## config.mk

```make
export PLATFORM = sky130hd
export DESIGN_NAME = fpu_issuer_flat
export DESIGN_NICKNAME = d
export VERILOG_FILES = /design/src/rtl/fpu_issuer_if.sv /design/src/rtl/fpu_issuer.sv /design/src/flat_wrapper.sv
export SDC_FILE = /design/constraint.sdc
export NUM_CORES = 1
export LEC_CHECK = 0
export CAP_MARGIN = 10
export CORE_MARGIN = 4
export CORE_UTILIZATION = 50
export CTS_CLUSTER_SIZE = 28
export DETAILED_ROUTE_END_ITERATION = 6
export PLACE_DENSITY = 0.75
export SETUP_SLACK_MARGIN = 0.5
export SYNTH_ARGS = -nofsm -noshare
export SYNTH_HDL_FRONTEND = slang
export SYNTH_SLANG_ARGS = --single-unit
export TNS_END_PERCENT = 100
```

## constraint.sdc

```tcl
create_clock -name clk -period 3.1 [get_ports clk]
set_clock_uncertainty 0.05 [all_clocks]
set_input_delay 0.775 -clock clk [delete_from_list [all_inputs] [get_ports clk]]
set_output_delay 0.775 -clock clk [all_outputs]
set_load 0.02 [all_outputs]
```

## src/rtl/fpu_issuer_if.sv

```systemverilog
// Command, FPU-side and result handshake signals of the FPU issuer.
// The slave modport is the issuer's view; master is the surrounding environment.
interface fpu_issuer_if;
  logic        cmd_valid;
  logic        cmd_ready;
  logic [5:0]  cmd_op;
  logic [4:0]  cmd_x1;
  logic [4:0]  cmd_x2;
  logic [4:0]  cmd_y;
  logic [31:0] cmd_data;

  logic [4:0]  x1;
  logic [4:0]  x2;
  logic [4:0]  y;
  logic [5:0]  operation;
  logic [31:0] in_data;
  logic        ready;
  logic        valid;
  logic        cond;
  logic [31:0] out_data;

  logic        res_valid;
  logic        res_ready;
  logic [31:0] res_data;
  logic        res_cond;

  logic        busy;
  logic        err;

  modport slave (
    input  cmd_valid, cmd_op, cmd_x1, cmd_x2, cmd_y, cmd_data,
    input  valid, cond, out_data, res_ready,
    output cmd_ready, x1, x2, y, operation, in_data, ready,
    output res_valid, res_data, res_cond, busy, err
  );

  modport master (
    output cmd_valid, cmd_op, cmd_x1, cmd_x2, cmd_y, cmd_data,
    output valid, cond, out_data, res_ready,
    input  cmd_ready, x1, x2, y, operation, in_data, ready,
    input  res_valid, res_data, res_cond, busy, err
  );
endinterface

```

## src/rtl/fpu_issuer.sv

```systemverilog
// Queues FPU commands in a small FIFO and issues them one at a time, holding each on the
// FPU side until valid or timeout; results are held on a backpressured result port.
module fpu_issuer #(
  parameter int unsigned DEPTH   = 4,
  parameter int unsigned TIMEOUT = 255
) (
  input logic          clk,
  input logic          rstn,
  fpu_issuer_if.slave  bus_io
);

  localparam int unsigned AW = $clog2(DEPTH);
  localparam int unsigned CW = $clog2(TIMEOUT + 1);
  localparam int unsigned EW = 6 + 5 + 5 + 5 + 32;

  localparam logic [0:0] StIdle  = 1'b0;
  localparam logic [0:0] StIssue = 1'b1;

  // Last ISSUE cycle index before giving up; ready is held at most TIMEOUT cycles.
  localparam logic [CW-1:0] CntLast = CW'(TIMEOUT - 1);

  logic [EW-1:0] mem_q [DEPTH];
  logic [AW:0]   wptr_q, rptr_q;
  logic          init_q;
  logic          empty, full, push, pop;
  logic [EW-1:0] wr_entry;

  logic [0:0]    state_q, state_d;
  logic [CW-1:0] cnt_q, cnt_d;
  logic [EW-1:0] fields_q, fields_d;
  logic          res_valid_q, res_valid_d;
  logic [31:0]   res_data_q, res_data_d;
  logic          res_cond_q, res_cond_d;
  logic          err_q, err_d;

  assign empty = (wptr_q == rptr_q);
  assign full  = (wptr_q[AW] != rptr_q[AW]) && (wptr_q[AW-1:0] == rptr_q[AW-1:0]);

  // init_q keeps cmd_ready low until the first edge after reset release.
  assign bus_io.cmd_ready = init_q & ~full;
  assign push             = bus_io.cmd_valid & init_q & ~full;
  assign pop              = (state_q == StIdle) & ~empty & ~res_valid_q;

  assign wr_entry = {bus_io.cmd_op, bus_io.cmd_x1, bus_io.cmd_x2, bus_io.cmd_y, bus_io.cmd_data};

  always_ff @(posedge clk) begin
    if (push) begin
      mem_q[wptr_q[AW-1:0]] <= wr_entry;
    end
  end

  always_ff @(posedge clk or negedge rstn) begin
    if (!rstn) begin
      wptr_q <= '0;
      rptr_q <= '0;
      init_q <= 1'b0;
    end else begin
      init_q <= 1'b1;
      if (push) wptr_q <= wptr_q + 1'b1;
      if (pop)  rptr_q <= rptr_q + 1'b1;
    end
  end

  always_comb begin
    state_d     = state_q;
    cnt_d       = cnt_q;
    fields_d    = fields_q;
    res_valid_d = res_valid_q;
    res_data_d  = res_data_q;
    res_cond_d  = res_cond_q;
    err_d       = err_q;

    if (res_valid_q && bus_io.res_ready) begin
      res_valid_d = 1'b0;
    end

    unique case (state_q)
      StIdle: begin
        if (pop) begin
          state_d  = StIssue;
          fields_d = mem_q[rptr_q[AW-1:0]];
          cnt_d    = '0;
        end
      end
      StIssue: begin
        // valid takes priority over an expiring count.
        if (bus_io.valid) begin
          res_data_d  = bus_io.out_data;
          res_cond_d  = bus_io.cond;
          res_valid_d = 1'b1;
          state_d     = StIdle;
          fields_d    = '0;
          cnt_d       = '0;
        end else if (cnt_q == CntLast) begin
          err_d    = 1'b1;
          state_d  = StIdle;
          fields_d = '0;
          cnt_d    = '0;
        end else begin
          cnt_d = cnt_q + 1'b1;
        end
      end
      default: begin
        state_d  = StIdle;
        fields_d = '0;
        cnt_d    = '0;
      end
    endcase
  end

  always_ff @(posedge clk or negedge rstn) begin
    if (!rstn) begin
      state_q     <= StIdle;
      cnt_q       <= '0;
      fields_q    <= '0;
      res_valid_q <= 1'b0;
      res_data_q  <= '0;
      res_cond_q  <= 1'b0;
      err_q       <= 1'b0;
    end else begin
      state_q     <= state_d;
      cnt_q       <= cnt_d;
      fields_q    <= fields_d;
      res_valid_q <= res_valid_d;
      res_data_q  <= res_data_d;
      res_cond_q  <= res_cond_d;
      err_q       <= err_d;
    end
  end

  assign {bus_io.operation, bus_io.x1, bus_io.x2, bus_io.y, bus_io.in_data} = fields_q;
  assign bus_io.ready     = (state_q == StIssue);
  assign bus_io.res_valid = res_valid_q;
  assign bus_io.res_data  = res_data_q;
  assign bus_io.res_cond  = res_cond_q;
  assign bus_io.busy      = ~empty | (state_q != StIdle);
  assign bus_io.err       = err_q;

endmodule

```

## src/flat_wrapper.sv

```systemverilog
// flat-port wrapper written by rule: the top's interface ports become plain ports
module fpu_issuer_flat 
#(
  parameter int unsigned DEPTH   = 4,
  parameter int unsigned TIMEOUT = 255
)
  (clk, rstn, bus_io_cmd_valid, bus_io_cmd_op, bus_io_cmd_x1, bus_io_cmd_x2, bus_io_cmd_y, bus_io_cmd_data, bus_io_valid, bus_io_cond, bus_io_out_data, bus_io_res_ready, bus_io_cmd_ready, bus_io_x1, bus_io_x2, bus_io_y, bus_io_operation, bus_io_in_data, bus_io_ready, bus_io_res_valid, bus_io_res_data, bus_io_res_cond, bus_io_busy, bus_io_err);
  fpu_issuer_if bus_io_i ();
  input logic clk;
  input logic rstn;
  input wire logic [$bits(bus_io_i.cmd_valid)-1:0] bus_io_cmd_valid;
  input wire logic [$bits(bus_io_i.cmd_op)-1:0] bus_io_cmd_op;
  input wire logic [$bits(bus_io_i.cmd_x1)-1:0] bus_io_cmd_x1;
  input wire logic [$bits(bus_io_i.cmd_x2)-1:0] bus_io_cmd_x2;
  input wire logic [$bits(bus_io_i.cmd_y)-1:0] bus_io_cmd_y;
  input wire logic [$bits(bus_io_i.cmd_data)-1:0] bus_io_cmd_data;
  input wire logic [$bits(bus_io_i.valid)-1:0] bus_io_valid;
  input wire logic [$bits(bus_io_i.cond)-1:0] bus_io_cond;
  input wire logic [$bits(bus_io_i.out_data)-1:0] bus_io_out_data;
  input wire logic [$bits(bus_io_i.res_ready)-1:0] bus_io_res_ready;
  output wire logic [$bits(bus_io_i.cmd_ready)-1:0] bus_io_cmd_ready;
  output wire logic [$bits(bus_io_i.x1)-1:0] bus_io_x1;
  output wire logic [$bits(bus_io_i.x2)-1:0] bus_io_x2;
  output wire logic [$bits(bus_io_i.y)-1:0] bus_io_y;
  output wire logic [$bits(bus_io_i.operation)-1:0] bus_io_operation;
  output wire logic [$bits(bus_io_i.in_data)-1:0] bus_io_in_data;
  output wire logic [$bits(bus_io_i.ready)-1:0] bus_io_ready;
  output wire logic [$bits(bus_io_i.res_valid)-1:0] bus_io_res_valid;
  output wire logic [$bits(bus_io_i.res_data)-1:0] bus_io_res_data;
  output wire logic [$bits(bus_io_i.res_cond)-1:0] bus_io_res_cond;
  output wire logic [$bits(bus_io_i.busy)-1:0] bus_io_busy;
  output wire logic [$bits(bus_io_i.err)-1:0] bus_io_err;
  assign bus_io_i.cmd_valid = bus_io_cmd_valid;
  assign bus_io_i.cmd_op = bus_io_cmd_op;
  assign bus_io_i.cmd_x1 = bus_io_cmd_x1;
  assign bus_io_i.cmd_x2 = bus_io_cmd_x2;
  assign bus_io_i.cmd_y = bus_io_cmd_y;
  assign bus_io_i.cmd_data = bus_io_cmd_data;
  assign bus_io_i.valid = bus_io_valid;
  assign bus_io_i.cond = bus_io_cond;
  assign bus_io_i.out_data = bus_io_out_data;
  assign bus_io_i.res_ready = bus_io_res_ready;
  assign bus_io_cmd_ready = bus_io_i.cmd_ready;
  assign bus_io_x1 = bus_io_i.x1;
  assign bus_io_x2 = bus_io_i.x2;
  assign bus_io_y = bus_io_i.y;
  assign bus_io_operation = bus_io_i.operation;
  assign bus_io_in_data = bus_io_i.in_data;
  assign bus_io_ready = bus_io_i.ready;
  assign bus_io_res_valid = bus_io_i.res_valid;
  assign bus_io_res_data = bus_io_i.res_data;
  assign bus_io_res_cond = bus_io_i.res_cond;
  assign bus_io_busy = bus_io_i.busy;
  assign bus_io_err = bus_io_i.err;
  fpu_issuer #(.DEPTH(DEPTH), .TIMEOUT(TIMEOUT)) u_core (.clk(clk), .rstn(rstn), .bus_io(bus_io_i));
endmodule
```

Word-level counts from Yosys, hierarchy flattened. Memories as Yosys holds them, arrays and structs flattened. Index checks and enable logic that the tools add are counted.

Multiply operators: 0. Reductions and logical operators: 5. Multiplexer cells: 17. Shifts and indexed selects: 0. Divide/modulo/power cells: 0. Equal/unequal tests: 6. $lt $le $gt $ge: 0. Add/sub/neg operators: 3. Bitwise gates (word level): 11.

Operators by type and width (number): $mux W53 (3); $pmux W53 S2 (1); $mux W8 (3); $pmux W8 S2 (1); $add A8 B1 Y8 const B (1); $eq A8 B8 Y1 const B (1); $mux W1 (8); $add A3 B1 Y3 const B (2); $and A1 B1 Y1 (5); $not A1 Y1 (5); $reduce_and A2 Y1 (2); $eq A3 B3 Y1 (1); $ne A3 B3 Y1 const B (1); $reduce_and A3 Y1 (1); $eq A2 B2 Y1 (1); $logic_and A1 B1 Y1 (2); $ne A2 B1 Y1 const B (1); $pmux W1 S2 (1); $ne A1 B1 Y1 (1); $or A1 B1 Y1 (1).

Output and inout port bits: 91. Bits in read-only memories: 0. Bits in latches: 0. Word-level logic and storage cells: 53. Memories: 1. Memory bits (writable): 212. Flip-flop bits (word level): 104. Input port bits: 91.

Memory list: u_core.mem_q (depth 4, bits a word 53, rd ports 1, clocked after memory_dff 0, wr ports 1, RTL line fpu_issuer.sv:22) `logic [EW-1:0] mem_q [DEPTH];`.

Longest topological paths before layout.
Word-level depth: 6. Gate-level depth with buffers: 7. Gate-level depth less buffers: 6.

Worst setup path before layout. OpenSTA, ideal clock, no wires.

Path kind: input-to-reg. Start: input bus_io_cmd_valid. End: memory u_core.mem_q[3][0] (netlist bit), enable pin. Setup slack: 137 ps. Data arrival time: 2496 ps. Stages on the path: 3. Path buffers: 0. Library setup time: 418 ps. Path through: nand2_1 > a31oi_1 > and2_1.

Cells in the longest elaborated chain, start to end: 4.

Ends and longest elaborated chain: from (decl) (RTL line flat_wrapper.sv:11) `input wire logic [$bits(bus_io_i.cmd_valid)-1:0] bus_io_cmd_valid;`; $and A1 B1 Y1 (2 in a row) (RTL line fpu_issuer.sv:41) `assign push = bus_io.cmd_valid & init_q & ~full;`; $mux W1 (RTL line fpu_issuer.sv:47) `if (push) begin`; $mux W1 (not written as such) (RTL line fpu_issuer.sv:48) `mem_q[wptr_q[AW-1:0]] <= wr_entry;`; to (decl) (RTL line fpu_issuer.sv:22).

No other way between the ends.

Worst setup path in the final report.
Start: register u_core.rptr_q[0]. End: output bus_io_busy.

Cells in the longest elaborated chain, start to end: 3.

Ends and longest elaborated chain: from (decl) (RTL line fpu_issuer.sv:23) `logic [AW:0] wptr_q, rptr_q;`; from (signal assigned) (RTL line fpu_issuer.sv:60) `if (pop) rptr_q <= rptr_q + 1'b1;`; $eq A3 B3 Y1 (RTL line fpu_issuer.sv:36) `assign empty = (wptr_q == rptr_q);`; $not A1 Y1 (RTL line fpu_issuer.sv:136) `assign bus_io.busy = ~empty | (state_q != StIdle);`; $or A1 B1 Y1 (RTL line fpu_issuer.sv:136); to (decl) (RTL line flat_wrapper.sv:31) `output wire logic [$bits(bus_io_i.busy)-1:0] bus_io_busy;`.

No other way between the ends.

==> run metrics <==
final setup violation count=0; Yosys warning count=0; CP Cell Sequence=xnor2_4, nand4_1, buf_2; Slew Viols, Final=0; largest net degree at the start of global routing=56; Area Overhead vs Synth=28.6%; syn_area_per_cell=about 21 um2; ratio of cells with drive above 1 in the final layout=21.4%; CTS clk-pin slew, worst paths=60 ps; Worst Path Class, Setup=reg2out; Slew headroom=about 44%; Vias/cell=5.47; Reg power frac=40.5%; post-route ant nets=0; # placed instances=1049; sequential element share of the synthesized area=around three quarters; status=finished clean; share of async-settable or async-resettable flops after synthesis=32.9%; Synth Flop Type=edfxtp_1; final wirelength=24.2 mm; Mapped Area=~12000 um2; post-layout min period=2510 ps; post-route cell area=15100 um2; largest family of logic cells by synthesized area=multiplexers; CP Capture Type=output pin; period utilization=approximately four fifths; vias post-DR=6066; #FFs+latches synth=316; GRT Util Overall=18.4%; dominant cell type by area after synthesis=edfxtp_1; EDFF count, synth=212; final count of hold timing violations=0; Post-Syn Instances=562; standard-cell rows=55; MaxCap Viol Count=0; VDD IR max=0.626 mV; Setup TNS=0 ps; net switching power=4.54 mW; Clk network pwr share=between 20 and 25%; root buf cell=clkbuf_16; Detailed Route Iter0 Violations=334; simple-gate share of the synthesized area=~1.5%; Initial Util=about 51%; worst slew pin tran=844 ps; post-synthesis mux area share=13.4%; initial antenna violation count=1; most common cell in the netlist=edfxtp_1; Cell variety after synth=39; CORE AREA=22800 um2; highest cell delay on the worst timing path=510 ps; DRC Markers=0; CP Data Arrival Time=1690 ps; Req. time, crit path=2270 ps; GP Congestion=0.720; CP Launch Type=flip-flop; clk_lat worst skew=540 ps; final core occ=66.1%; R2R depth=4; CTS buffer count=31; synth top area cells=edfxtp_1 54%, dfrtp_1 22%, mux4_2 10%, a22o_1 4.0%, mux2_2 3.2%; Yosys top cell area share=54.2%; static leakage=5.52 nW; Synth Area in XOR/XNOR=less than 1%; Post-synth top cells=212 x edfxtp_1, 104 x dfrtp_1, 53 x a22o_1, 53 x mux4_2, 33 x mux2_2; max frequency=0.398 GHz; Pwr per Cell Area=974 nW/um2; CTS Buffer Depth=3; global route overflow=0; die footprint=26000 um2; per-cell routed wire length=21.9 um; switch share=30.9%; Pwr Total=between 10 and 15 mW; Max Fanout on Critical Path=5; Mapped Nets=660; Final Instance Count excl. Fillers=1109; Die Ht=161 um; htree depth=1; reg-to-reg slack, setup=between 900 and 1000 ps; vias in the first global route=6583; adder-cell share of the synthesized area=less than 1%; dpl hpwl=~15 mm; total clock sinks=316; I/O Buffers=about 180; Reg-to-Reg End=u_core.fields_q[14]; TritonRoute pass-1 iters=4; reg2reg start=u_core.rptr_q[0]; Layout Nets=~870; first-pass GRT wire length=37.7 mm; Ports=~180; Synth Area in Compound Gates=roughly 5.6%; RSZ-0062 raised after global routing=no; die span in x=between 150 and 200 um; hold buffers post-CTS=0; Logic pwr share=34.9%; Hold Path Class=in2async; P_int=10.2 mW; CTS tree=done; Worst path slowest cell=dfrtp_4; post-placement cell area=14000 um2
[sequential cells by signal, summed over array words and instances (netlist names)]
name	flops
u_core.bus_io.ready	1
u_core.bus_io.err	1
u_core.bus_io.res_valid	1
u_core.wptr_q	3
u_core.rptr_q	3
u_core.bus_io.res_data	32
u_core.bus_io.res_cond	1
u_core.mem_q	212
u_core.cnt_q	8
u_core.fields_q	53
u_core.init_q	1
[worst max-delay path: cells and delay by family (launching register included)]
kind	cells	cell delay, ps
xor gates and xnor gates	1	240
and+or+nand+nor	1	180
DFF	1	510
buffers and inverters	1	210
[layout make-up]
type,instances,area (um2)
fill,1548,7740
clock buffer,44,886
timing repair buffer,202,2080
clock inverter,13,119
sequential,316,8970
inverter,9,33.8
antenna,1,2.50
tap,313,392
multi-input combinational,211,2630
[cell families after synthesis]
kind of cell	Yosys count
flip-flops	316
multiplexers	87
AO/OA/AOI/OAI	79
buffers and inverters	35
AND/OR/NAND/NOR	29
XOR/XNOR	8
adder cells (fa/ha/maj)	7
other	1
[repair_timing]
action | in CTS | in global routing
pin swaps | 1 | 1
resized for setup | 12 | 1
setup buffers | 0 | 1
endpoints found under the setup margin | 3 | 2
[power groups by stage]
stage	Clock [mW]	Combinational (mW)	Sequential [mW]
floorplan	0	2.65	6.49
global placement	0	5.04	5.95
detailed placement	0	5.13	6.01
CTS	3.71	5.18	5.96
global route	3.91	5.48	6.05
finish	3.62	5.14	5.95
[stage by stage]
step / hold WS, ps / setup slack [ps]
3_5_place_dp: 408 / 390
6_report: 140 / 586
2_1_floorplan: 429 / 710
3_3_place_gp: 401 / 367
5_1_grt: 149 / 526
4_1_cts: 136 / 467
[per-layer routing]
metal	up-vias	global-route usage [%]	wire length, um	share of wire, %
li1	2686	-	-	-
met1	3127	24.7	9810	40
met2	213	31.3	12400	51
met3	40	4.08	1660	6.9
met4	0	4.58	414	1.7
met5	-	0	0	0
[layout by cell type (no fill, tap or decap), drive strengths merged, types with 3 or more instances in the layout]
cell and instances:
a21o 3, nand3 5, mux2 34, clkbuf 44, xor2 3, inv 10, dfrtp 104, nand2 7
and2 4, a21oi 7, clkinv 9, xnor2 5, edfxtp 212, buf 24, a22o 53, mux4 53
nand4 3, clkdlybuf4s50 177, o21ai 9, ha 7
[worst max path at each step]
stage / start / endpoint / slack (ps)
3_5_place_dp: bus_io_cmd_valid / u_core.mem_q[2][23] / 390
4_1_cts: u_core.rptr_q[0] / bus_io_busy / 470
2_1_floorplan: bus_io_cmd_valid / u_core.mem_q[3][0] / 710
5_1_grt: u_core.rptr_q[0] / bus_io_busy / 530
6_report: u_core.rptr_q[0] / bus_io_busy / 590
3_3_place_gp: bus_io_cmd_valid / u_core.mem_q[2][23] / 370
Power figures use the tool's default switching activity.
